**src/rtl/debug_pkg.sv**
```systemverilog
// Shared DMI register map, abstract-command field positions and state/error
// encodings for the debug module core.
package debug_pkg;

    localparam logic [6:0] ADDR_DATA0      = 7'h04;
    localparam logic [6:0] ADDR_DATA1      = 7'h05;
    localparam logic [6:0] ADDR_DMCONTROL  = 7'h10;
    localparam logic [6:0] ADDR_DMSTATUS   = 7'h11;
    localparam logic [6:0] ADDR_HARTINFO   = 7'h12;
    localparam logic [6:0] ADDR_ABSTRACTCS = 7'h16;
    localparam logic [6:0] ADDR_COMMAND    = 7'h17;

    localparam int unsigned DMC_HALTREQ   = 31;
    localparam int unsigned DMC_RESUMEREQ = 30;
    localparam int unsigned DMC_NDMRESET  = 1;
    localparam int unsigned DMC_DMACTIVE  = 0;

    localparam int unsigned ACS_BUSY       = 12;
    localparam int unsigned ACS_CMDERR_LSB = 8;

    localparam int unsigned CMD_TYPE_MSB    = 31;
    localparam int unsigned CMD_TYPE_LSB    = 24;
    localparam int unsigned CMD_AARSIZE_MSB = 22;
    localparam int unsigned CMD_AARSIZE_LSB = 20;
    localparam int unsigned CMD_POSTEXEC    = 18;
    localparam int unsigned CMD_TRANSFER    = 17;
    localparam int unsigned CMD_WRITE       = 16;
    localparam logic [2:0]  AARSIZE_32      = 3'd2;

    localparam logic [3:0] DMSTATUS_VERSION = 4'd2;

    typedef enum logic [2:0] {
        CMDERR_NONE       = 3'd0,
        CMDERR_BUSY       = 3'd1,
        CMDERR_NOTSUP     = 3'd2,
        CMDERR_EXCEPT     = 3'd3,
        CMDERR_HALTRESUME = 3'd4
    } cmderr_t;

    typedef enum logic [2:0] {
        ABS_IDLE  = 3'd0,
        ABS_CHECK = 3'd1,
        ABS_REQ   = 3'd2,
        ABS_WAIT  = 3'd3,
        ABS_DONE  = 3'd4
    } abs_state_t;

endpackage

```
**src/rtl/debug_dm_abstract_fsm.sv**
```systemverilog
// Abstract-command sequencer: validates a latched Access Register command,
// drives the hart register-access port and owns the sticky cmderr field.
module debug_dm_abstract_fsm
    import debug_pkg::*;
(
    input  logic        clk_i,
    input  logic        clr_i,
    input  logic        cmd_we_i,
    input  logic [7:0]  cmd_type_i,
    input  logic [2:0]  cmd_aarsize_i,
    input  logic        cmd_postexec_i,
    input  logic        cmd_transfer_i,
    input  logic        cmd_write_i,
    input  logic [15:0] cmd_regno_i,
    input  logic [31:0] data0_i,
    input  logic [2:0]  cmderr_w1c_i,
    input  logic        busy_err_i,
    input  logic        halted_i,
    output logic        busy_o,
    output cmderr_t     cmderr_o,
    output logic        data0_we_o,
    output logic        ar_req_o,
    output logic        ar_wr_o,
    output logic [15:0] ar_addr_o,
    output logic [31:0] ar_wdata_o,
    input  logic        ar_ack_i,
    input  logic        ar_err_i
);

    abs_state_t  state_q;
    cmderr_t     cmderr_q;
    cmderr_t     err_d;
    logic        bad_q;
    logic        transfer_q;
    logic        write_q;
    logic [15:0] regno_q;
    logic        ar_req_q;
    logic        ar_wr_q;
    logic [15:0] ar_addr_q;
    logic [31:0] ar_wdata_q;
    logic        in_flight;

    // An ack is accepted in REQ as well as WAIT so a fast hart is never missed.
    assign in_flight  = (state_q == ABS_REQ) || (state_q == ABS_WAIT);
    assign busy_o     = (state_q != ABS_IDLE);
    assign cmderr_o   = cmderr_q;
    assign data0_we_o = in_flight && ar_ack_i && !ar_err_i && !ar_wr_q;
    assign ar_req_o   = ar_req_q;
    assign ar_wr_o    = ar_wr_q;
    assign ar_addr_o  = ar_addr_q;
    assign ar_wdata_o = ar_wdata_q;

    always_comb begin
        err_d = CMDERR_NONE;
        if (state_q == ABS_CHECK) begin
            if (bad_q)
                err_d = CMDERR_NOTSUP;
            else if (transfer_q && !halted_i)
                err_d = CMDERR_HALTRESUME;
        end else if (in_flight && ar_ack_i && ar_err_i) begin
            err_d = CMDERR_EXCEPT;
        end
        if (err_d == CMDERR_NONE && busy_err_i)
            err_d = CMDERR_BUSY;
    end

    always_ff @(posedge clk_i) begin
        if (clr_i) begin
            state_q    <= ABS_IDLE;
            cmderr_q   <= CMDERR_NONE;
            bad_q      <= 1'b0;
            transfer_q <= 1'b0;
            write_q    <= 1'b0;
            regno_q    <= '0;
            ar_req_q   <= 1'b0;
            ar_wr_q    <= 1'b0;
            ar_addr_q  <= '0;
            ar_wdata_q <= '0;
        end else begin
            if (cmderr_q == CMDERR_NONE)
                cmderr_q <= err_d;
            else
                cmderr_q <= cmderr_t'(cmderr_q & ~cmderr_w1c_i);

            case (state_q)
                ABS_IDLE: begin
                    if (cmd_we_i && cmderr_q == CMDERR_NONE) begin
                        bad_q      <= (cmd_type_i != '0) || cmd_postexec_i ||
                                      (cmd_aarsize_i != AARSIZE_32);
                        transfer_q <= cmd_transfer_i;
                        write_q    <= cmd_write_i;
                        regno_q    <= cmd_regno_i;
                        state_q    <= ABS_CHECK;
                    end
                end
                ABS_CHECK: begin
                    if (bad_q || (transfer_q && !halted_i)) begin
                        state_q <= ABS_IDLE;
                    end else if (!transfer_q) begin
                        state_q <= ABS_DONE;
                    end else begin
                        ar_req_q   <= 1'b1;
                        ar_wr_q    <= write_q;
                        ar_addr_q  <= regno_q;
                        ar_wdata_q <= data0_i;
                        state_q    <= ABS_REQ;
                    end
                end
                ABS_REQ, ABS_WAIT: begin
                    if (ar_ack_i) begin
                        ar_req_q <= 1'b0;
                        state_q  <= ABS_DONE;
                    end else begin
                        state_q  <= ABS_WAIT;
                    end
                end
                ABS_DONE: state_q <= ABS_IDLE;
                default:  state_q <= ABS_IDLE;
            endcase
        end
    end

endmodule

```
**src/rtl/debug_dm_core.sv**
```systemverilog
// RISC-V Debug Module core: DMI register decode, dmcontrol/dmstatus handling
// and the abstract-command engine feeding the hart register-access port.
module debug_dm_core
    import debug_pkg::*;
#(
    parameter int unsigned ABITS     = 7,
    parameter int unsigned DATACOUNT = 2
) (
    input  logic             CLK,
    input  logic             RST,
    input  logic             DMI_WR,
    input  logic             DMI_RD,
    input  logic [ABITS-1:0] DMI_AD,
    input  logic [31:0]      DMI_DI,
    output logic [31:0]      DMI_DO,
    output logic             DMI_DO_VLD,
    output logic             NDMRESET,
    output logic             HALTREQ,
    output logic             RESUMEREQ,
    input  logic             HALTED,
    input  logic             RUNNING,
    output logic             AR_REQ,
    output logic             AR_WR,
    output logic [15:0]      AR_ADDR,
    output logic [31:0]      AR_WDATA,
    input  logic             AR_ACK,
    input  logic [31:0]      AR_RDATA,
    input  logic             AR_ERR
);

    logic        dmactive_q, dmactive_d;
    logic        haltreq_q, haltreq_d;
    logic        ndmreset_q, ndmreset_d;
    logic        resumereq_q, resumereq_d;
    logic        resumeack_q, resumeack_d;
    logic [31:0] data0_q, data0_d;
    logic [31:0] data1_q, data1_d;
    logic [31:0] do_q;
    logic        do_vld_q;
    logic [31:0] rdata;

    logic        sel_data0, sel_data1, sel_dmc, sel_acs, sel_cmd;
    logic        dmc_wr, reg_wr_ok, dm_clr, busy, busy_err, data0_we;
    logic [2:0]  cmderr_w1c;
    cmderr_t     cmderr;
    logic [31:0] dmcontrol, dmstatus, abstractcs;

    assign sel_data0 = (DMI_AD == ABITS'(ADDR_DATA0));
    assign sel_data1 = (DMI_AD == ABITS'(ADDR_DATA1));
    assign sel_dmc   = (DMI_AD == ABITS'(ADDR_DMCONTROL));
    assign sel_acs   = (DMI_AD == ABITS'(ADDR_ABSTRACTCS));
    assign sel_cmd   = (DMI_AD == ABITS'(ADDR_COMMAND));

    assign dmc_wr    = DMI_WR && sel_dmc && dmactive_q;
    assign reg_wr_ok = dmactive_q && !busy;
    assign busy_err  = busy && ((DMI_WR && (sel_data0 || sel_data1 || sel_acs || sel_cmd)) ||
                                (DMI_RD && (sel_data0 || sel_data1)));
    assign cmderr_w1c = (DMI_WR && sel_acs && reg_wr_ok) ?
                        DMI_DI[ACS_CMDERR_LSB +: 3] : '0;

    // Clearing keys off the next dmactive so deactivation takes effect on the write edge.
    assign dm_clr = RST || !dmactive_d;

    always_comb begin
        dmactive_d  = (DMI_WR && sel_dmc) ? DMI_DI[DMC_DMACTIVE] : dmactive_q;
        haltreq_d   = haltreq_q;
        ndmreset_d  = ndmreset_q;
        resumereq_d = resumereq_q;
        resumeack_d = resumeack_q;
        data0_d     = data0_q;
        data1_d     = data1_q;
        if (dmc_wr) begin
            haltreq_d  = DMI_DI[DMC_HALTREQ];
            ndmreset_d = DMI_DI[DMC_NDMRESET];
        end
        if (resumereq_q && RUNNING) begin
            resumereq_d = 1'b0;
            resumeack_d = 1'b1;
        end
        if (dmc_wr && DMI_DI[DMC_RESUMEREQ] && !DMI_DI[DMC_HALTREQ]) begin
            resumereq_d = 1'b1;
            resumeack_d = 1'b0;
        end
        if (data0_we)
            data0_d = AR_RDATA;
        else if (DMI_WR && sel_data0 && reg_wr_ok)
            data0_d = DMI_DI;
        if (DMI_WR && sel_data1 && reg_wr_ok)
            data1_d = DMI_DI;
    end

    always_ff @(posedge CLK) begin
        if (RST)
            dmactive_q <= 1'b0;
        else
            dmactive_q <= dmactive_d;

        if (dm_clr) begin
            haltreq_q   <= 1'b0;
            ndmreset_q  <= 1'b0;
            resumereq_q <= 1'b0;
            resumeack_q <= 1'b0;
            data0_q     <= '0;
            data1_q     <= '0;
        end else begin
            haltreq_q   <= haltreq_d;
            ndmreset_q  <= ndmreset_d;
            resumereq_q <= resumereq_d;
            resumeack_q <= resumeack_d;
            data0_q     <= data0_d;
            data1_q     <= data1_d;
        end
    end

    assign dmcontrol  = {haltreq_q, 29'b0, ndmreset_q, dmactive_q};
    assign dmstatus   = {14'b0, resumeack_q, resumeack_q, 4'b0, RUNNING, RUNNING,
                         HALTED, HALTED, 1'b1, 3'b0, DMSTATUS_VERSION};
    assign abstractcs = {3'b0, 5'd0, 11'b0, busy, 1'b0, cmderr, 4'b0, 4'(DATACOUNT)};

    always_comb begin
        rdata = '0;
        case (DMI_AD)
            ABITS'(ADDR_DATA0):      rdata = data0_q;
            ABITS'(ADDR_DATA1):      rdata = data1_q;
            ABITS'(ADDR_DMCONTROL):  rdata = dmcontrol;
            ABITS'(ADDR_DMSTATUS):   rdata = dmstatus;
            ABITS'(ADDR_ABSTRACTCS): rdata = abstractcs;
            default:                 rdata = '0;
        endcase
    end

    // Reads use pre-edge state, so a same-cycle write is not visible to the read.
    always_ff @(posedge CLK) begin
        if (RST) begin
            do_q     <= '0;
            do_vld_q <= 1'b0;
        end else begin
            do_vld_q <= DMI_RD;
            if (DMI_RD)
                do_q <= rdata;
        end
    end

    debug_dm_abstract_fsm u_abs (
        .clk_i          (CLK),
        .clr_i          (dm_clr),
        .cmd_we_i       (DMI_WR && sel_cmd && dmactive_q),
        .cmd_type_i     (DMI_DI[CMD_TYPE_MSB:CMD_TYPE_LSB]),
        .cmd_aarsize_i  (DMI_DI[CMD_AARSIZE_MSB:CMD_AARSIZE_LSB]),
        .cmd_postexec_i (DMI_DI[CMD_POSTEXEC]),
        .cmd_transfer_i (DMI_DI[CMD_TRANSFER]),
        .cmd_write_i    (DMI_DI[CMD_WRITE]),
        .cmd_regno_i    (DMI_DI[15:0]),
        .data0_i        (data0_q),
        .cmderr_w1c_i   (cmderr_w1c),
        .busy_err_i     (busy_err),
        .halted_i       (HALTED),
        .busy_o         (busy),
        .cmderr_o       (cmderr),
        .data0_we_o     (data0_we),
        .ar_req_o       (AR_REQ),
        .ar_wr_o        (AR_WR),
        .ar_addr_o      (AR_ADDR),
        .ar_wdata_o     (AR_WDATA),
        .ar_ack_i       (AR_ACK),
        .ar_err_i       (AR_ERR)
    );

    assign DMI_DO     = do_q;
    assign DMI_DO_VLD = do_vld_q;
    assign NDMRESET   = ndmreset_q;
    assign HALTREQ    = haltreq_q;
    assign RESUMEREQ  = resumereq_q;

endmodule
```
**config.mk**
```make
export PLATFORM = sky130hd
export DESIGN_NAME = debug_dm_core
export DESIGN_NICKNAME = d
export VERILOG_FILES = /design/src/rtl/debug_pkg.sv /design/src/rtl/debug_dm_abstract_fsm.sv /design/src/rtl/debug_dm_core.sv
export SDC_FILE = /design/constraint.sdc
export NUM_CORES = 1
export LEC_CHECK = 0
export CAP_MARGIN = 20
export CELL_PAD_IN_SITES_DETAIL_PLACEMENT = 1
export CELL_PAD_IN_SITES_GLOBAL_PLACEMENT = 2
export CORE_MARGIN = 3
export CORE_UTILIZATION = 29
export DETAILED_ROUTE_END_ITERATION = 16
export GPL_TIMING_DRIVEN = 0
export HOLD_SLACK_MARGIN = 0.12
export PLACE_DENSITY_LB_ADDON = 0.1
export SYNTH_ARGS = -nofsm -noshare
export SYNTH_HDL_FRONTEND = slang
export SYNTH_SLANG_ARGS = --single-unit
```
**constraint.sdc**
```tcl
create_clock -name CLK -period 2.7 [get_ports CLK]
set_clock_uncertainty 0.2 [all_clocks]
set_input_delay 0.81 -clock CLK [delete_from_list [all_inputs] [get_ports CLK]]
set_output_delay 0.81 -clock CLK [all_outputs]
set_load 0.05 [all_outputs]
```
# After elaboration in Yosys (flattened, before gate mapping)
# Cells that the tools add are included.
[totals] in_bits=79 register_bits=177
[op_classes] bitwise=3 n_reduce_logical=52 n_eq_ne=14 mux=22
[ops] op="32-bit case mux with 5 select lines" n=1
[ops] op="32-bit two-way mux" n=2
[ops] op="3-bit two-way mux" n=10
[ops] op="7-bit by 5-bit == test with 1-bit output (second input constant)" n=4
[ops] op="1-bit logical AND" n=24
[ops] op="7-bit by 3-bit == test with 1-bit output (second input constant)" n=2
[ops] op="3-bit logical NOT" n=3
[ops] op="1-bit logical OR" n=9
[ops] op="3-bit case mux with 3 select lines" n=1
[ops] op="8-bit nonzero test" n=1
[ops] op="3-bit by 2-bit == test with 1-bit output (second input constant)" n=2
[ops] op="1-bit logical NOT" n=6
[ops] op="1-bit two-way mux" n=6
[ops] op="2-bit nonzero test" n=3
[ops] op="2-bit by 1-bit != test with 1-bit output (second input constant)" n=2
[ops] op="2-bit != test (second input constant)" n=2
[ops] op="4-bit AND reduction" n=1
[ops] op="2-bit OR reduction" n=2
[ops] op="3-bit AND" n=1
[ops] op="3-bit by 1-bit == test with 1-bit output (second input constant)" n=1
[ops] op="3-bit by 2-bit != test with 1-bit output (second input constant)" n=1
[ops] op="3-bit NOT" n=1
[ops] op="3-bit AND reduction" n=1
[ops] op="3-bit nonzero test" n=1
[ops] op="4 further kinds" n=4

# Depth between registers and ports, before layout
# Gate-level depths: netlist of the first run.
[logic_depth] word_depth=10 mapped_depth=8

# Cells and area by module
# From an unflattened synthesis of the first run, not the netlist that was laid out.
[hier_totals] cells_unflattened=796 area_unflattened_um2=7169.4
[modules_own_cells] mod="debug_dm_core" cells_each=453 n_inst=1 seq_area_each_um2=2042.0 area_each_um2=4425.5
[modules_own_cells] mod="debug_dm_abstract_fsm" cells_each=343 n_inst=1 seq_area_each_um2=1501.4 area_each_um2=2743.9

# Worst setup path after synthesis of the first run
# Ideal clock, no wire load.
[synth_path] path_kind="input-to-reg" startpoint="in DMI_AD[1]" endpoint="reg data1_q[11]" setup_slack_ns=0.240 stages=8 arrival_time_ns=2.139 n_path_buf=4 path_cell_list="buf_2 > nor4_4 > a31oi_1 > o21bai_1 > buf_6 > buf_6 > buf_6 > a21oi_1"
[synth_via] elab_chain_len=5 word_cells_on_any_way=8 classes_between="eq/ne: 2; mux: 1; reduce/logical: 5"
[synth_lines] element="from (decl)" line_no="debug_dm_core.sv:13" text="input logic [ABITS-1:0] DMI_AD,"
[synth_lines] element="7-bit by 5-bit == test with 1-bit output" line_no="debug_dm_core.sv:50" text="assign sel_dmc = (DMI_AD == ABITS'(ADDR_DMCONTROL));"
[synth_lines] element="1-bit logical AND" line_no="debug_dm_core.sv:65" text="dmactive_d = (DMI_WR && sel_dmc) ? DMI_DI[DMC_DMACTIVE] : dmactive_q;"
[synth_lines] element="1-bit two-way mux" line_no="debug_dm_core.sv:65"
[synth_lines] element="1-bit logical NOT" line_no="debug_dm_core.sv:62" text="assign dm_clr = RST || !dmactive_d;"
[synth_lines] element="1-bit logical OR" line_no="debug_dm_core.sv:62"
[synth_lines] element="to (signal assigned)" line_no="debug_dm_core.sv:111" text="data1_q <= data1_d;"
[synth_lines] element="to (decl)" line_no="debug_dm_core.sv:37" text="logic [31:0] data1_q, data1_d;"
# Several ways; a longest one is shown, not always the timed one.
# A chain may end at the register's enable or synchronous reset.

# Worst setup path in the final report of the first run
[layout_path] startpoint="reg haltreq_q (netlist: HALTREQ)" endpoint="out HALTREQ"
[layout_rtl] element="from (decl)" line_no="debug_dm_core.sv:32" text="logic haltreq_q, haltreq_d;"
[layout_rtl] element="from (signal assigned)" line_no="debug_dm_core.sv:106" text="haltreq_q <= haltreq_d;"
[layout_rtl] element="to (decl)" line_no="debug_dm_core.sv:18" text="output logic HALTREQ,"
# No word-level cell between the ends.

==> metrics, run 1 <==
required time of the critical path=1.69 ns; Yosys reg bits=177; Vert. Die Dim=167.9 um; largest net degree at the start of global routing=20; slew of the pin with the lowest slew margin=around 0.68 ns; PortBufs=160; Final Hold Viols=0; Post-synth ARST share=0; routed len/inst=21.57 um; final WL=31120 um; nets=roughly 1200; mux cell area share after synthesis=0.03638; Post-Synthesis Cells=917; Power Density=519.5 nW/um^2; Post-Route Utilization=0.4035; count of cell types in the netlist=51; Synth area leader=dfxtp_1; Yosys top cell area share=0.4662; detailed-placement wirelength estimate=23440 um; CP endpoint kind=output port; setup TNS=0 ns; RSZ-0062 raised after global routing=no; final instance area=around 10000 sq um; vias post-DR=roughly 7500; Buf/Inv on CP=1; GRT Residual Overflow=0; synthesized net count=996; Crit path max-delay family=buffers and inverters; largest family of logic cells by synthesized area=compound AO/OA/AOI/OAI gates; Area contributors post-synth=dfxtp_1, a21oi_1, nand3_1; outcome=finished, final reports clean; CP max stage delay=0.87 ns; vias in the first global route=7935; XOR/XNOR Fraction of Synth Area=0.001152; CTS tree=built; clk_lat worst skew=0.44 ns; Fillers=3027; post-DR vias/cell=roughly 5.2; Clock Path Buffers=2; count of max-cap constraint violations=0; DRC=0; TritonCTS Buffers=17; post-synthesis adder-cell area fraction=0; EDFF count, synth=0; core box area=25470 sq um; Initial Utilization=0.2984; syn_area_per_cell=8.289 sq um; Placed Area=between 9000 and 10000 sq um; DRT iter0 DRCs=514; initial antenna violation count=1; Pleak=3.220 nW; CP Cell Sequence=clkdlybuf4s50_1; Syn. warnings=0; Max Slew Vio Count=0; Synth Area in Compound Gates=0.2193; gp weighted congestion=0.8245; row count=58; area occupied by multi-input gates=around 3600 sq um; relative slew slack=0.5480; # clock sinks=177; chip width=167.9 um; post-synthesis sequential area ratio=0.4662; Simple-Gate Fraction of Synth Area=0.2178; Area Overhead vs Synth=35.21%; worst-path fanout max=3; ant diodes=0; Max Fclk=375.0 MHz; final setup fails=0; HP Class=flip-flop to flip-flop; CP max-delay cell=clkdlybuf4s50_1; drt first pass iters=5; Tot GR Track Use=0.2179; Worst IR Drop VDD=0.2965 mV; Setup crit start kind=flip-flop; share of cells above drive strength 1=0.1105; H-tree depth=4; Final min period=2.667 ns; Clock Tree Root=clkbuf_16; CTS Hold Bufs=0; Detail Route Antenna Nets=0; synthesized cell area=7601 sq um; first-pass GRT wire length=47510 um; Final Cycle Share=0.9877; io pins=165; Setup Crit Path Kind=flip-flop to output port; Sequential cell area=3543 sq um; DIE AREA=28190 sq um; clk slew on worst S/H paths=0.07 ns; Synth Flop Type=dfxtp_1; Worst EP arrival=1.66 ns
report_power, final:
group,internal [mW],switching (mW),leakage (nW)
combinational,0.133,0.148,1.52
clock,1.25,1.20,0.277
sequential,2.61,0.000301,1.42
total,3.99,1.35,3.22
cells in the mapped netlist, types with 7 or more instances:
cell type / instances
buf_6: 11
a311oi_1: 32
nand3_1: 113
a21oi_1: 125
nor3_1: 7
buf_2: 21
nand2b_1: 23
a21oi_2: 8
mux2_2: 21
nor2_1: 45
clkbuf_1: 51
nand2_1: 115
dfxtp_1: 177
a22oi_1: 8
o21ai_0: 83
worst paths after layout:
path / start / endpoint / slack (ns) / cells past startpoint
setup reg to reg: u_abs.state_q[2]$_SDFFE_PP0P_ / data0_q[25]$_SDFFE_PP0P_ / 0.38 / 5
hold reg to reg: u_abs.regno_q[4]$_SDFFE_PP0P_ / u_abs.ar_addr_o[4]$_SDFFE_PP0P_ / 0.26 / 2
hold / removal: u_abs.regno_q[4]$_SDFFE_PP0P_ / u_abs.ar_addr_o[4]$_SDFFE_PP0P_ / 0.26 / 2
setup / recovery: HALTREQ$_SDFFE_PP0N_ / HALTREQ / 0.03 / 1
layer usage:
layer / vias up / track usage / share of wire
li1: 3643 / - / -
met1: 3662 / 0.2972 / 0.47
met2: 191 / 0.3575 / 0.47
met3: 32 / 0.04015 / 0.047
met4: 2 / 0.05514 / 0.016
met5: - / 0 / 0.00035
cell families (layout without fill, tap and decap cells):
logic type | Yosys count | count (layout)
compound gates | 284 | 284
simple gates | 341 | 341
flops | 177 | 177
xor+xnor | 1 | 1
mux | 25 | 25
buf+inv | 89 | 285
repair_timing:
action / in CTS / in global routing
pin swaps: 3 / 0
endpoints found under the setup margin: 145 / 109
buffers inserted: 6 / 1
gates resized for setup: 12 / 20
cells in the final DEF, fill, tap and decap left out, types with 5 or more instances in the layout:
master           netlist  final
mux2_2                21     21
dfxtp_1              177    177
clkdlybuf4s50_1        0    153
clkbuf_16              0     17
a22o_1                 6      6
buf_2                 21     22
clkbuf_1              51     39
nor2_1                45     44
a21oi_1              125    125
buf_4                  2      8
nor2b_1                5      5
nor3_1                 7      7
a21oi_2                8      8
nand2_1              115    114
nand2b_1              23     23
clkbuf_2               0      9
nand3_1              113    112
inv_6                  0      5
a22oi_1                8      8
a311oi_1              32     31
buf_6                 11     11
o21ai_0               83     83
layout make-up:
class                      instances  area share
inverter                           4    0.001461
tap                              330     0.04018
buffer                            82     0.04322
sequential                       177      0.3448
clock buffer                      19     0.04310
timing repair buffer             167      0.1612
clock inverter                    13     0.01157
multi-input combinational        651      0.3545
metrics by stage:
stage               cells  hold slack (ns)  power, mW  setup WS (ns)
finish               1443           0.2552      5.339        0.03327
global route         1443           0.2725      5.520       0.004298
floorplan             917           0.2258      2.751         0.2397
CTS                  1444           0.2579      5.389       0.001952
detailed placement   1407           0.2492      2.945        -0.6805
global placement     1407           0.2415      2.946        -0.6785
registers in the layout, indices dropped and copies added (netlist names):
name / flops
u_abs.state_q: 3
data0_q: 32
u_abs.ar_req_o: 1
u_abs.bad_q: 1
u_abs.cmderr_o: 3
HALTREQ: 1
u_abs.ar_wdata_o: 32
NDMRESET: 1
u_abs.transfer_q: 1
u_abs.ar_wr_o: 1
u_abs.regno_q: 16
RESUMEREQ: 1
u_abs.ar_addr_o: 16
resumeack_q: 1
DMI_DO: 32
data1_q: 32
DMI_DO_VLD: 1
u_abs.write_q: 1
dmactive_q: 1
No activity file was read; power rests on OpenSTA's default activity.
==> inputs of run 2 (changes only) <==
Settings changed: CORE_MARGIN 3 to 4.
Clock period 2.7 ns to 2.94 ns, I/O delays scaled along.
==> metrics, run 2 (synthesis gave the netlist of run 1 again) <==
PortBufs=160 (unchanged); Area Overhead vs Synth=34.88% (was 35.21%); drt first pass iters=4 (was 5); Vert. Die Dim=169.9 um (was 167.9 um); most frequent cells in the layout=dfxtp_1, clkdlybuf4s50_1, a21oi_1, nand2_1, nand3_1 (unchanged); chip width=169.9 um (was 167.9 um); Max Fclk=between 300 and 400 MHz; vias post-DR=7619 (was 7530); Worst EP arrival=2.96 ns (was 1.66 ns); critical path startpoint=DMI_AD[4] (was HALTREQ$_SDFFE_PP0N_); FF-to-FF Start=u_abs.state_q[2]$_SDFFE_PP0P_ (unchanged); Initial Utilization=0.2984 (unchanged); io pins=165 (unchanged); Setup crit start kind=input pin (was flip-flop); worst-path fanout max=10 (was 3); first-pass GRT wire length=47610 um (was 47510 um); Detail Route Antenna Nets=0 (unchanged); final setup fails=0 (unchanged); row count=58 (unchanged); detailed-placement wirelength estimate=23640 um (was 23440 um); HP Start=u_abs.regno_q[3]$_SDFFE_PP0P_ (was u_abs.regno_q[4]$_SDFFE_PP0P_); post-DR vias/cell=5.269 (was 5.218); clk_lat worst skew=0.44 ns (about the same); largest net degree at the start of global routing=17 (was 20); # clock sinks=177 (unchanged); Clock Path Buffers=2 (unchanged); pre-CTS WS=-0.5413 ns (was -0.6805 ns); H-tree depth=4 (unchanged); total power=4.922 mW (was 5.339 mW); CP endpoint kind=flip-flop (was output port); Setup Crit Path Kind=input pin to flip-flop (was flip-flop to output port); initial antenna violation count=1 (unchanged); vias in the first global route=7986 (was 7935); routed len/inst=21.61 um (was 21.57 um); commonest non-fill, non-tap cell in the layout=dfxtp_1 (unchanged); Max Slew Vio Count=0 (unchanged); core box area=25470 sq um (unchanged); Final min period=2.873 ns; Final Cycle Share=0.9772; HP Class=flip-flop to flip-flop (unchanged); required time of the critical path=3.03 ns (was 1.69 ns); GRT Residual Overflow=0 (unchanged); Final WS setup=0.06693 ns (was 0.03327 ns); Pleak=3.146 nW (was 3.220 nW); nets=1182 (was 1179); RSZ-0062 raised after global routing=no (unchanged); DRC=0 (unchanged); gp weighted congestion=0.8578 (was 0.8245); DRT iter0 DRCs=448 (was 514); CTS tree=built (unchanged); Final Hold Viols=0 (unchanged); DIE AREA=28860 sq um (was 28190 sq um); Worst IR Drop VDD=0.2577 mV (was 0.2965 mV); final WL=31260 um (was 31120 um); TritonCTS Buffers=17 (unchanged); count of max-cap constraint violations=0 (unchanged); clk slew on worst S/H paths=0.07 ns (about the same); ant diodes=0 (unchanged); Tot GR Track Use=0.2157 (was 0.2179); Clock Tree Root=clkbuf_16 (unchanged); relative slew slack=0.5485 (was 0.5480); outcome=finished, final reports clean (unchanged); Power Density=480.1 nW/um^2 (was 519.5 nW/um^2); share of cells above drive strength 1=0.1013 (was 0.1105); slew of the pin with the lowest slew margin=0.6772 ns (was 0.6780 ns)
-- run 2: cell count changes in the layout (fill, tap and decap cells not counted), sizes merged, moves of 2 or more --
cell           before  now
clkdlybuf4s50     153  159
dlygate4sd2         4    0
clkbuf             66   69
inv                13   10
dlymetal6s2s        3    1
-- run 2: routing by layer --
| metal | up-vias | wire, um | GRT usage |
|---|---|---|---|
| met1 | 3733 | 14240 | 0.2847 |
| met3 | 36 | 1657 | 0.04367 |
| met2 | 209 | 14650 | 0.3573 |
| met4 | 2 | 691 | 0.06563 |
| li1 | 3639 | - | - |
| met5 | - | 8 | 0 |
-- run 2: path summary, 6_finish.rpt --
path | cells past startpoint | slack [ns] | end
worst max-delay path | 9 | 0.07 | u_abs.state_q[1]$_SDFFE_PP0P_
worst max register to register | 5 | 0.63 | u_abs.cmderr_o[1]$_SDFF_PP0_
worst min register to register | 2 | 0.25 | u_abs.ar_addr_o[3]$_SDFFE_PP0P_
worst min-delay path | 2 | 0.25 | u_abs.ar_addr_o[3]$_SDFFE_PP0P_
-- run 2: area by class of cell --
type                       instances  area [sq um]
fill                            3044         15220
buffer                            84         435.4
clock inverter                    13         125.1
sequential                       177          3543
multi-input combinational        651          3623
clock buffer                      19         432.9
tap                              330         412.9
inverter                           4         15.01
timing repair buffer             168          1664
-- run 2: through the flow --
| step | instance area, sq um | utilization | hold slack, ns | setup TNS, ns | cells |
|---|---|---|---|---|---|
| 2_1_floorplan | 7601 | - | 0.2258 | 0 | 917 |
| 3_3_place_gp | 9615 | 0.3775 | 0.2434 | -67.22 | 1407 |
| 3_5_place_dp | 9615 | 0.3775 | 0.2483 | -71.88 | 1407 |
| 4_1_cts | 10230 | 0.4015 | 0.2516 | 0 | 1445 |
| 5_1_grt | 10250 | 0.4025 | 0.2652 | 0 | 1446 |
| 6_report | 10250 | 0.4025 | 0.2505 | 0 | 1446 |
-- run 2: power by group --
group / total, mW / switching [mW] / internal [mW]
Sequential: 2.40 / 0.000289 / 2.40
Combinational: 0.258 / 0.136 / 0.122
Clock: 2.27 / 1.08 / 1.18
-- run 2: critical path: stages --
cell and delay (ns):
clkdlybuf4s50_1 0.56, buf_4 0.21, nor3b_2 0.36, a31oi_1 0.15, o21bai_1 0.18, buf_6 0.18, buf_6 0.19, buf_6 0.19
a21oi_1 0.05
-- run 2: repair_timing --
item,4_1_cts,5_1_grt
buffers inserted,6,2
cloned,0,0
pin swaps,2,1
hold buffers,0,0
setup endpoints to repair,91,61
gates resized for setup,3,5
==> variant 1: new RTL, settings of run 2 <==
Encoding of `abs_state_t`: now Gray code (3 bits for 5 states).
--- a/src/rtl/debug_pkg.sv
+++ b/src/rtl/debug_pkg.sv
@@ -38,11 +38,11 @@
     } cmderr_t;
 
     typedef enum logic [2:0] {
-        ABS_IDLE  = 3'd0,
-        ABS_CHECK = 3'd1,
-        ABS_REQ   = 3'd2,
-        ABS_WAIT  = 3'd3,
-        ABS_DONE  = 3'd4
+        ABS_IDLE  = 3'b000,
+        ABS_CHECK = 3'b001,
+        ABS_REQ   = 3'b011,
+        ABS_WAIT  = 3'b010,
+        ABS_DONE  = 3'b110
     } abs_state_t;
 
 endpackage
Behaviour: no difference found for any inputs over 4 cycles, from zero or initial values and one cycle with RST high; so few cycles prove little.
==> variant 1 against run 2 <==
Synthesized area is 1.3% lower; sequential cell count unchanged; design area increased by 0.65%; sequential share of layout area shrank 0.22 points; wire length fell by 5.8%; non-clock buffer count down 6; worst setup slack got worse by 0.0087 ns; largest power group unchanged; global-route usage decreased by 1.1 points; power is 0.36% lower; largest cell class unchanged.
==> variant 1: results (changes against run 2) <==
[logic_synthesis]
synth_common_cells=192 x nand2_1, 177 x dfxtp_1, 134 x a21oi_1
syn_nets=960  ; -3.6%
ys_seq_area_frac=0.4724  ; +0.006221
synthAdderAreaFrac=0  ; unchanged
yosysWarnings=0  ; unchanged
muxShareOfSynthArea=0.07690  ; +0.04052
synth_xor_area_frac=0.001168  ; +0.00001538
async_flop_share=0  ; unchanged
synth.distinct_cells=44  ; -14%
synth-compound-area-share=0.1985  ; -0.02076
synthTopCellsByArea=dfxtp_1 47%, nand2_1 9.6%, a21oi_1 8.9%
syn_area_per_cell_um2=8.514  ; +2.7%

[place]
port-buffer-count=163  ; +1.9%
hpwl_um=22020  ; -6.9%
gp_congestion=0.8223  ; -4.1%
placed_cell_area_um2=9557  ; -0.61%
post-place-ws_ns=-1.347  ; -0.8060 ns

[route]
dr.max_layer_used=met4
vias_per_cell=4.982  ; -5.5%
drt_wl_total_um=29450  ; -5.8%
ant_nets=0  ; unchanged
drtIter0Drc=366  ; -18%
wl_met1_um=14570  ; +2.3%
wl_met2_um=13250  ; -9.6%
drtPass1Iterations=4  ; unchanged
dr_wl_met3_um=1346  ; -19%

[setup_path]
ff2ff_setup_slack_ns=0.50  ; -0.13 ns
cp_max_fo=10  ; unchanged
max_stage_delay_ns=0.53  ; -0.03 ns
reg2reg_from=u_abs.state_q[0]
startpoint=DMI_AD[3]
slowest_stage=clkdlybuf4s50_1
arrival_ns=2.99  ; +0.03 ns

[clock_network]
clockBufferDepth=2  ; unchanged
path_clk_slew_ns=0.07  ; about the same
htree_levels=4  ; unchanged
cts_buffers=17  ; unchanged
post_cts_resized=22  ; +19
postCtsSetupBuffers=10  ; +4

[hold_path]
hp-class=reg -> reg
hp-start=u_abs.regno_q[6]

[global_route]
grt_util_all_layers=0.2045  ; -0.01123
grtUsageMet3=0.03923  ; -0.004436
grt.met2_usage=0.3165  ; -0.04081
antenna_found_initial=0  ; -1
grt_pass1_wl_um=44710  ; -6.1%
met1_usage=0.2999  ; +0.01517
grt_start_max_net_pins=17  ; unchanged
grt_pass1_vias=7155  ; -10%

[run_status]
status=complete, no violations

[sta]
tightest_slew_ns=0.7891  ; +0.1119 ns
fin_hold_ws_ns=0.2515  ; +0.0009020 ns
min_period_ns=2.882  ; +0.008654 ns

[power_and_ir_drop]
leakage_nw=3.073  ; -2.3%
vdd.ir_drop.worst_v=0.0002624  ; +1.8%
p_sw_mw=1.206  ; -1.1%

[finish]
fin_nets=1153  ; -2.5%
layout.cells.non_filler=1418  ; -1.9%
postLayoutCellArea_um2=10320  ; +0.65%
drive_above_1_share=0.1270  ; +0.02570

-- variant 1: path summary, 6_finish.rpt --
path                            cells after the start                  end
worst max-delay path                                8    u_abs.cmderr_o[1]
worst min-delay path                                2   u_abs.ar_addr_o[6]
worst max register to register                      6  u_abs.ar_wdata_o[2]
worst min register to register                      2   u_abs.ar_addr_o[6]
-- variant 1: layout make-up --
type | instances | area (um^2)
Fill cell | 2971 | 15010
Multi-Input combinational cell | 623 | 3692
Timing Repair Buffer | 177 | 1737
Clock buffer | 19 | 432.9
Antenna cell | 1 | 2.502
Clock inverter | 13 | 126.4
Sequential cell | 177 | 3543
Buffer | 69 | 337.8
Tap cell | 330 | 412.9
Inverter | 9 | 33.78
-- variant 1: power groups by stage --
stage          Clock, mW  Sequential [mW]  Combinational [mW]
2_1_floorplan          0             2.46              0.0668
3_3_place_gp           0             2.45               0.254
3_5_place_dp           0             2.45               0.253
4_1_cts             2.31             2.40               0.260
5_1_grt             2.41             2.40               0.277
6_report            2.25             2.40               0.262
==> variant 2: new RTL, flow settings as in run 2 <==
Made on the original files. Set the parameter `ABITS` to 14 (it was 7).
--- a/src/rtl/debug_dm_core.sv
+++ b/src/rtl/debug_dm_core.sv
@@ -3,7 +3,7 @@
 module debug_dm_core
     import debug_pkg::*;
 #(
-    parameter int unsigned ABITS     = 7,
+    parameter int unsigned ABITS     = 14,
     parameter int unsigned DATACOUNT = 2
 ) (
     input  logic             CLK,
Ports: changed (resized DMI_AD); port bits go from 165 to 172. The function was not compared with the original's and may differ.
==> variant 2 against run 2 <==
Worst hold slack better by 0.00078 ns; critical path depth decreased by 2; via count shrank 3.6%; sequential share of layout area fell by 0.67 points; wire length shrank 1.8%; power is 2.2% higher; design area rose by 2.0%; sequential cell count stayed put; synthesized area decreased by 1.0%; global-route usage down 0.31 points; worst setup slack got worse by 0.045 ns; largest cell class unchanged.
==> variant 2: results (changes against run 2) <==
[run_status]
status=complete, no violations

[sta]
slew_headroom=0.3996  ; -0.1489

[setup_path]
ff2ff_path_depth=7  ; +2
arrival_ns=3.03  ; +0.07 ns
slowest_stage=clkdlybuf4s50_1
max_stage_delay_ns=0.60  ; +0.04 ns
reg2reg_from=u_abs.state_q[1]
ff2ff_setup_slack_ns=0.48  ; -0.15 ns
cp_max_fo=10  ; unchanged
r2r-end=data0_q[20]
critPathTopFamily=buffers and inverters

[logic_synthesis]
synthAdderAreaFrac=0  ; unchanged
syn_nets=975  ; -2.1%
muxShareOfSynthArea=0.04740  ; +0.01102
synth_xor_area_frac=0.001164  ; +0.00001188
synth.distinct_cells=52  ; +2.0%
synth-edff-count=0  ; unchanged
synth_common_cells=177 x dfxtp_1, 128 x nand2_1, 113 x a21oi_1
async_flop_share=0  ; unchanged
yosysWarnings=0  ; unchanged
synthTopCellsByArea=dfxtp_1 47%, a21oi_1 7.5%, nand2_1 6.4%
synth-compound-area-share=0.2135  ; -0.005722
ys_seq_area_frac=0.4710  ; +0.004807

[global_route]
grt_pass1_vias=7683  ; -3.8%
grt_start_max_net_pins=17  ; unchanged
grt_util_all_layers=0.2126  ; -0.003091
grt_pass1_wl_um=46450  ; -2.4%
antenna_found_initial=0  ; -1

[place]
port-buffer-count=171  ; +6.9%
gp_congestion=0.8271  ; -3.6%
hpwl_um=22700  ; -4.0%
placed_cell_area_um2=9648  ; +0.34%

[power_and_ir_drop]
leakage_nw=3.267  ; +3.8%
vdd.ir_drop.worst_v=0.0003177  ; +23%

[finish]
fillCellCount=2982  ; -2.0%
fin_nets=1170  ; -1.0%
drive_above_1_share=0.1158  ; +0.01452
diodes=0  ; unchanged

[clock_network]
clockBufferDepth=2  ; unchanged
worstSkewPairLatency_ns=0.44  ; about the same
htree_levels=4  ; unchanged
cts_buffers=17  ; unchanged
cts_root_buf=clkbuf_16
path_clk_slew_ns=0.08

[hold_path]
hold-path-cell-count=2  ; unchanged
min_to=u_abs.ar_addr_o[6]
hp-start=u_abs.regno_q[6]
hp-class=reg -> reg

[route]
drtIter0Drc=393  ; -12%
drtPass1Iterations=5  ; +1
vias_per_cell=5.146  ; -2.3%
drt_wl_total_um=30680  ; -1.8%

## variant 2: changes by cell type after synthesis, sizes merged, moves of 20 or more
| cell | before | now |
|---|---|---|
| a2111oi | 0 | 32 |
| a21oi | 133 | 113 |
| a311oi | 32 | 3 |
| inv | 4 | 37 |
| mux2i | 4 | 31 |
| nand2b | 23 | 2 |
| nand3 | 113 | 52 |
| nor4 | 4 | 35 |
## variant 2: through the flow
step	hold WS, ns	instances	setup WS [ns]	util
2_1_floorplan	0.2285	889	0.2755	-
3_3_place_gp	0.2379	1390	-0.9104	0.3809
3_5_place_dp	0.2472	1390	-0.9451	0.3809
4_1_cts	0.2585	1425	0.001019	0.4081
5_1_grt	0.2679	1427	-0.009193	0.4128
6_report	0.2513	1427	0.02206	0.4128
## variant 2: layout make-up
type / instances / share of cell area
inverters: 37 / 0.01328
clock inverters: 12 / 0.01412
multi-input cells: 596 / 0.3444
plain buffers: 77 / 0.03782
clock buffers: 20 / 0.04272
flip-flops and latches: 177 / 0.3389
well taps: 330 / 0.03949
repair buffers: 178 / 0.1692
## variant 2: worst reg2reg max path: stages, from the launching register on
cell       delay, ns
dfxtp_1         0.29
buf_2           0.16
nor3_1          0.41
nand4_1         0.30
buf_4           0.28
buf_2           0.25
nor4_2          0.36
a2111oi_2       0.09
## variant 2: worst max-delay path by stage
stage	startpoint	endpoint	slack, ns
finish	DMI_WR	data0_q[20]	0.02
global route	DMI_WR	data0_q[18]	-0.009
CTS	DMI_AD[2]	u_abs.ar_addr_o[4]	0.001
detailed placement	DMI_AD[7]	data0_q[15]	-0.95
global placement	DMI_AD[7]	data0_q[18]	-0.91
floorplan	DMI_AD[9]	resumeack_q	0.28
## variant 2: per-layer routing
layer / routed length, um / vias up / track usage
li1: - / 3551 / -
met1: 14450 / 3599 / 0.2885
met2: 14480 / 167 / 0.3544
met3: 1294 / 27 / 0.03667
met4: 452 / 0 / 0.05005
met5: 0 / - / 0
## variant 2: power breakdown
part / total (mW) / switching [mW] / internal [mW] / leakage [nW]
logic: 0.262 / 0.130 / 0.132 / 1.56
clock network: 2.37 / 1.08 / 1.30 / 0.284
registers: 2.40 / 0.000145 / 2.40 / 1.42
total: 5.03 / 1.21 / 3.83 / 3.27
## variant 2: kinds of logic after synthesis
logic type | Yosys count
AND/OR/NAND/NOR | 309
XOR/XNOR | 1
buffers and inverters | 116
multiplexers | 34
AO/OA/AOI/OAI | 252
flip-flops | 177
## variant 2: what timing repair did
item,4_1_cts,5_1_grt
gates resized for setup,19,40
setup endpoints to repair,175,145
setup buffers,3,4
pin swaps,2,5
cloned,0,0
